`src/rtl/grid_line_scanner_pkg.sv`:
```
// grid_line_scanner_pkg: scanner state encoding, null-character constant and width helper.
package grid_line_scanner_pkg;

    typedef enum logic [2:0] {
        IDLE,
        NEW_LINE,
        SEND,
        DRAIN,
        DONE,
        ABORTED
    } scanner_state_t;

    localparam int SCANNER_NULL_CHAR = 0;

    // Width of an index into v entries, never narrower than one bit.
    function automatic int safe_clog2(input int v);
        return (v > 1) ? $clog2(v) : 1;
    endfunction

endpackage

```
`src/rtl/grid_line_scanner_scan_read_pipe.sv`:
```
// scan_read_pipe: READ_LATENCY-deep {valid, column} delay line with synchronous kill.
module scan_read_pipe #(
    parameter int LATENCY = 2,
    parameter int XW      = 6
) (
    input  logic          clk_in,
    input  logic          rst_in,
    input  logic          kill,
    input  logic          issue,
    input  logic [XW-1:0] x,
    output logic          valid,
    output logic [XW-1:0] col,
    output logic          empty
);

    logic [LATENCY-1:0] v;
    logic [XW-1:0]      xs [LATENCY];

    always_ff @(posedge clk_in) begin
        if (rst_in || kill) begin
            v <= '0;
        end else begin
            v[0] <= issue;
            for (int i = 1; i < LATENCY; i++) v[i] <= v[i-1];
        end
    end

    always_ff @(posedge clk_in) begin
        if (rst_in) begin
            for (int i = 0; i < LATENCY; i++) xs[i] <= '0;
        end else begin
            xs[0] <= x;
            for (int i = 1; i < LATENCY; i++) xs[i] <= xs[i-1];
        end
    end

    assign valid = v[LATENCY-1];
    assign col   = xs[LATENCY-1];
    assign empty = ~|v;

endmodule

```
`src/rtl/grid_line_scanner.sv`:
```
// grid_line_scanner: streams a character-grid BRAM line by line over several passes.
// GRID_SCANNER_NULL_TERM_EN: a returned zero character ends the line instead of being presented.
module grid_line_scanner
    import grid_line_scanner_pkg::*;
#(
    parameter int SCREEN_WIDTH  = 64,
    parameter int SCREEN_HEIGHT = 256,
    parameter int NUM_PASSES    = 2,
    parameter int READ_LATENCY  = 2,
    parameter int CHAR_WIDTH    = 8
) (
    input  logic                                              clk_in,
    input  logic                                              rst_in,
    input  logic                                              start_in,
    input  logic                                              abort_in,
    input  logic                                              line_done_in,
    output logic                                              rd_en_out,
    output logic [safe_clog2(SCREEN_WIDTH*SCREEN_HEIGHT)-1:0] rd_addr_out,
    input  logic [CHAR_WIDTH-1:0]                             rd_data_in,
    output logic                                              new_line_out,
    output logic                                              char_valid_out,
    output logic [CHAR_WIDTH-1:0]                             char_out,
    output logic [safe_clog2(SCREEN_WIDTH)-1:0]               char_x_out,
    output logic [safe_clog2(SCREEN_HEIGHT)-1:0]              line_y_out,
    output logic [safe_clog2(NUM_PASSES+1)-1:0]               pass_out,
    output logic                                              busy_out,
    output logic                                              done_out,
    output logic                                              aborted_out
);

    localparam int AW = safe_clog2(SCREEN_WIDTH*SCREEN_HEIGHT);
    localparam int XW = safe_clog2(SCREEN_WIDTH);
    localparam int YW = safe_clog2(SCREEN_HEIGHT);
    localparam int PW = safe_clog2(NUM_PASSES+1);

    scanner_state_t state, state_n;
    logic [XW-1:0]  x, x_n, pipe_x;
    logic [YW-1:0]  y, y_n;
    logic [PW-1:0]  p, p_n;
    logic           kill, issue, pipe_valid, pipe_empty, null_hit, end_line, busy;
    logic           last_col, last_line, last_pass;

`ifdef GRID_SCANNER_NULL_TERM_EN
    assign null_hit = pipe_valid && (rd_data_in == CHAR_WIDTH'(SCANNER_NULL_CHAR));
`else
    assign null_hit = 1'b0;
`endif

    assign busy      = (state == NEW_LINE) || (state == SEND) || (state == DRAIN);
    assign end_line  = line_done_in || null_hit;
    assign last_col  = x == XW'(SCREEN_WIDTH-1);
    assign last_line = y == YW'(SCREEN_HEIGHT-1);
    assign last_pass = p == PW'(NUM_PASSES-1);

    always_comb begin
        state_n = state;
        x_n     = x;
        y_n     = y;
        p_n     = p;
        kill    = 1'b0;
        issue   = 1'b0;
        if (start_in) begin
            state_n = NEW_LINE;
            x_n     = '0;
            y_n     = '0;
            p_n     = '0;
            kill    = 1'b1;
        end else if (abort_in && busy) begin
            state_n = ABORTED;
            kill    = 1'b1;
        end else begin
            case (state)
                NEW_LINE: begin
                    state_n = SEND;
                    x_n     = '0;
                end
                SEND: begin
                    if (end_line) begin
                        kill    = 1'b1;
                        state_n = DRAIN;
                    end else begin
                        issue   = 1'b1;
                        x_n     = last_col ? '0 : x + 1'b1;
                        state_n = last_col ? DRAIN : SEND;
                    end
                end
                // An early end kills the pipe, so the empty test passes on the following cycle.
                DRAIN: begin
                    if (end_line) begin
                        kill = 1'b1;
                    end else if (pipe_empty) begin
                        if (!last_line) begin
                            y_n     = y + 1'b1;
                            state_n = NEW_LINE;
                        end else if (!last_pass) begin
                            p_n     = p + 1'b1;
                            y_n     = '0;
                            state_n = NEW_LINE;
                        end else begin
                            state_n = DONE;
                        end
                    end
                end
                DONE:    state_n = IDLE;
                default: state_n = state;
            endcase
        end
    end

    always_ff @(posedge clk_in) begin
        if (rst_in) begin
            state <= IDLE;
            x     <= '0;
            y     <= '0;
            p     <= '0;
        end else begin
            state <= state_n;
            x     <= x_n;
            y     <= y_n;
            p     <= p_n;
        end
    end

    scan_read_pipe #(
        .LATENCY(READ_LATENCY),
        .XW     (XW)
    ) u_pipe (
        .clk_in(clk_in),
        .rst_in(rst_in),
        .kill  (kill),
        .issue (issue),
        .x     (x),
        .valid (pipe_valid),
        .col   (pipe_x),
        .empty (pipe_empty)
    );

    assign rd_en_out      = issue;
    assign rd_addr_out    = issue ? AW'(y) * AW'(SCREEN_WIDTH) + AW'(x) : '0;
    assign new_line_out   = state == NEW_LINE;
    assign char_valid_out = pipe_valid && !null_hit;
    assign char_out       = char_valid_out ? rd_data_in : '0;
    assign char_x_out     = pipe_x;
    assign line_y_out     = y;
    assign pass_out       = p;
    assign busy_out       = busy;
    assign done_out       = state == DONE;
    assign aborted_out    = state == ABORTED;

endmodule
```
`config.mk`:
```
export PLATFORM = sky130hd
export DESIGN_NAME = grid_line_scanner
export DESIGN_NICKNAME = d
export VERILOG_FILES = /design/src/rtl/grid_line_scanner_pkg.sv /design/src/rtl/grid_line_scanner_scan_read_pipe.sv /design/src/rtl/grid_line_scanner.sv
export SDC_FILE = /design/constraint.sdc
export NUM_CORES = 1
export LEC_CHECK = 0
export BUFFER_PORTS_ARGS = -buffer_cell sky130_fd_sc_hd__buf_2
export CORE_UTILIZATION = 44
export DETAILED_ROUTE_END_ITERATION = 10
export PLACE_DENSITY = 0.71
export SLEW_MARGIN = 5
export SYNTH_ARGS = -nofsm -noshare
export SYNTH_HDL_FRONTEND = slang
export SYNTH_HIERARCHICAL = 1
export SYNTH_SLANG_ARGS = --single-unit
```
`constraint.sdc`:
```
create_clock -name clk_in -period 2.2 [get_ports clk_in]
set_input_delay 0.33 -clock clk_in [delete_from_list [all_inputs] [get_ports clk_in]]
set_output_delay 0.33 -clock clk_in [all_outputs]
set_load 0.1 [all_outputs]
```
==> results.md <==
- GRT overflow: 0
- Internal: 850 uW
- PortBufs: 56
- Hold Fails Final Rpt: 0
- I/O Pins: 57
- Syn avg cell area: 8.59 um^2
- Placed insts: 300
- Die width: 64.9 um
- Commonest non-fill, non-tap cell in the layout: buf_2
- Crit path largest cell delay: 0.40 ns
- Die Y: 64.9 um
- Max IR drop VDD: 0.244 mV
- DPL Wire Length: 2750 um
- Commonest register cell after synthesis: dfxtp_1
- Crit. End Element: output port
- RSZ-0062 raised after global routing: false
- Cell taking the most area after synthesis: dfxtp_1
- Synth warnings: 6
- Switch share: 26.2%
- Reg area: 666 um^2
- Synth top area cells: dfxtp_1, and2_1, nor2b_1
- Switch Pwr: 301 uW
- Diodes inserted: 0
- Skew final: 0.00232 ns
- Synth Cell Area: 1740 um^2
- Gpl congestion: 0.861
- Crit-path leading delay family: simple AND/OR/NAND/NOR gates
- Core ar.: 3720 um^2
- Crit start category: flip-flop
- Yosys top cell area share: 37.9%
- Crit-path cells: nor2_1 > nand2_1 > nor3_1 > buf_4 > and2_1 > buf_12
- Avg Vias per Cell: 5.12
- Clk pwr share: 38.6%
- Synth cell types: 55
- Hold WC Path Type: in2reg
- Fillers: 316
- Seq pwr share: 52.5%
- Synth Instances: 203
- Worst path arrival time: 1.74 ns
- Clk_lat worst skew: 0.29 ns
- CTS tree: done
- Routed Antenna Nets: 0
- CTS Buf Count: 5
- Synth async-reset ratio: 0%
- Cell Rows: 22
- First-pass GRT wire length: 6050 um
- Crit path time final: 2.07 ns
- Wirelength per Cell: 12.2 um
- Combinational Power Share: 8.9%
- Htree depth: 2
- Starting density of the core: 46.9%
- Worst Path Buf+Inv: 2
- DR iter-0 viols: 51
- Layout cell share with drive strength beyond 1: 39.2%
- Slew Viols, Final: 0
- CP max FO: 13
- CTS Sinks: 33
- Critical Path Slowest Stage Cell: dfxtp_1
- Hold buffers post-CTS: 0
- Drc violations: 0
- Syn_nets: 219
- #FFs+latches synth: 33
- Vias in the first global route: 1322
- EDFF count, synth: 0
- Crit path required time: 1.87 ns
- Crit path kind: reg2out
- Worst path depth: 6
- Worst Tran Pin Value: 0.590 ns
- Final WL: 3750 um
- Pin count of the biggest net entering global routing: 20
- Area growth syn-to-layout: 37.9%
- Lkg Pwr: 0.00103 uW
- Rel. slew slack: 60.4%
- Final cell count without fillers: 308
- Initial antenna violation count: 0
- Status: finished clean
- DR pass1 iterations: 4
- Max_cap viols: 0
- Worst hold stages: 3
- Clock Pin Slew Worst Setup and Hold Paths: 0.07 ns
- Via count: 1578
- PD cells: 479 nW/um^2
- Seq/Total Area, Yosys: 37.9%
- Most frequent cells in the layout: buf_2, dfxtp_1, and2_2
- Final net count: 275
- Max clock buf depth: 2
- Final period util: 93.9%
- Fmax: 0.484 GHz
- Multi-input logic area: 1020 um^2
- Register-to-Register Path Depth: 5
- Setup-failing EPs final: 0
- Total global-route track usage: 19.0%
- CTS root buffer: clkbuf_8
- Hold Worst Slack: 0.393 ns
- Full die area: 4220 um^2
## synthesized netlist by cell type, types with 2 or more instances
master    number
nand4_1        3
buf_4          6
clkbuf_1       5
nor2_1        12
a21o_1         2
nor3_2         2
a31oi_1        2
nor3b_1        2
nand2b_1       3
a21oi_1        9
nand2_1       11
and2_1        26
nor3_1         7
or3_1          3
inv_1          5
and3_1         2
nor2b_1       14
nand3_1        4
o22ai_1        2
dfxtp_1       33
o21ai_0        7
xor2_1         2
nor3b_2        2
mux2i_1        2
xnor2_1        2
or2_2          3
nand4b_1       2
ha_1           3
## what timing repair did
| action | 4_1_cts | 5_1_grt |
|---|---|---|
| setup buffers | 0 | 0 |
| resized for setup | 0 | 1 |
| setup endpoints to repair | 0 | 1 |
## cell type report
class	instances	share of cell area (%)
clock buffers	5	2.86
multi-input cells	152	42.4
well taps	48	2.50
repair buffers	62	23.0
flip-flops and latches	33	27.7
clock inverters	3	0.729
inverters	5	0.781
## sequential cells by signal, summed over array words and instances (netlist names)
| name | flops |
|---|---|
| line_y_out | 8 |
| pass_out | 2 |
| x | 6 |
| state | 3 |
| u_pipe/xs | 12 |
| u_pipe/v | 2 |
## stage by stage
step	total power (uW)	TNS (ns)	area (um^2)	utilization, %	worst slack (ns)
floorplan	690	-1.08	1790	-	-0.120
detailed placement	719	0	2310	62.3	0.361
CTS	1170	0	2400	64.6	0.0575
global placement	718	0	2310	62.3	0.377
global route	1200	0	2400	64.7	0.0550
finish	1150	0	2400	64.7	0.135
## final timing paths
path	from	end	slack, ns
setup / recovery	state[0]$_SDFFE_PP0P_	rd_addr_out[2]	0.13
hold / removal	start_in	line_y_out[6]$_SDFFE_PP0P_	0.39
setup reg to reg	u_pipe/v[1]$_SDFF_PP0_	line_y_out[7]$_SDFFE_PP0P_	0.34
hold reg to reg	u_pipe/xs[0][2]$_SDFF_PP0_	u_pipe/xs[0][8]$_SDFF_PP0_	0.43
## worst min-delay path, cell delays in order
cell,delay [ns]
buf_2,0.14
or3_1,0.12
mux2i_1,0.05
## logic make-up after synthesis
group	share of synthesized area, %
DFF	37.9
xor gates and xnor gates	2.01
and+or+nand+nor	37.6
buffers and inverters	5.60
AOI/OAI and AO/OA	13.6
muxes	1.15
adders and majority gates	2.15
## power by group through the flow
stage | clock [uW] | combinational (uW) | sequential, uW
6_report | 444 | 102 | 605
5_1_grt | 485 | 109 | 605
4_1_cts | 461 | 101 | 604
3_5_place_dp | 0 | 101 | 618
3_3_place_gp | 0 | 100 | 618
2_1_floorplan | 0 | 74.9 | 615
## metal layers
layer / GRT usage (%) / vias to the layer above / share of wire, %
li1: - / 816 / -
met1: 23.7 / 693 / 47
met2: 29.3 / 63 / 44
met3: 5.81 / 6 / 7.6
met4: 9.17 / 0 / 1.9
met5: 0 / - / 0
(Power assumes the default switching activity.)
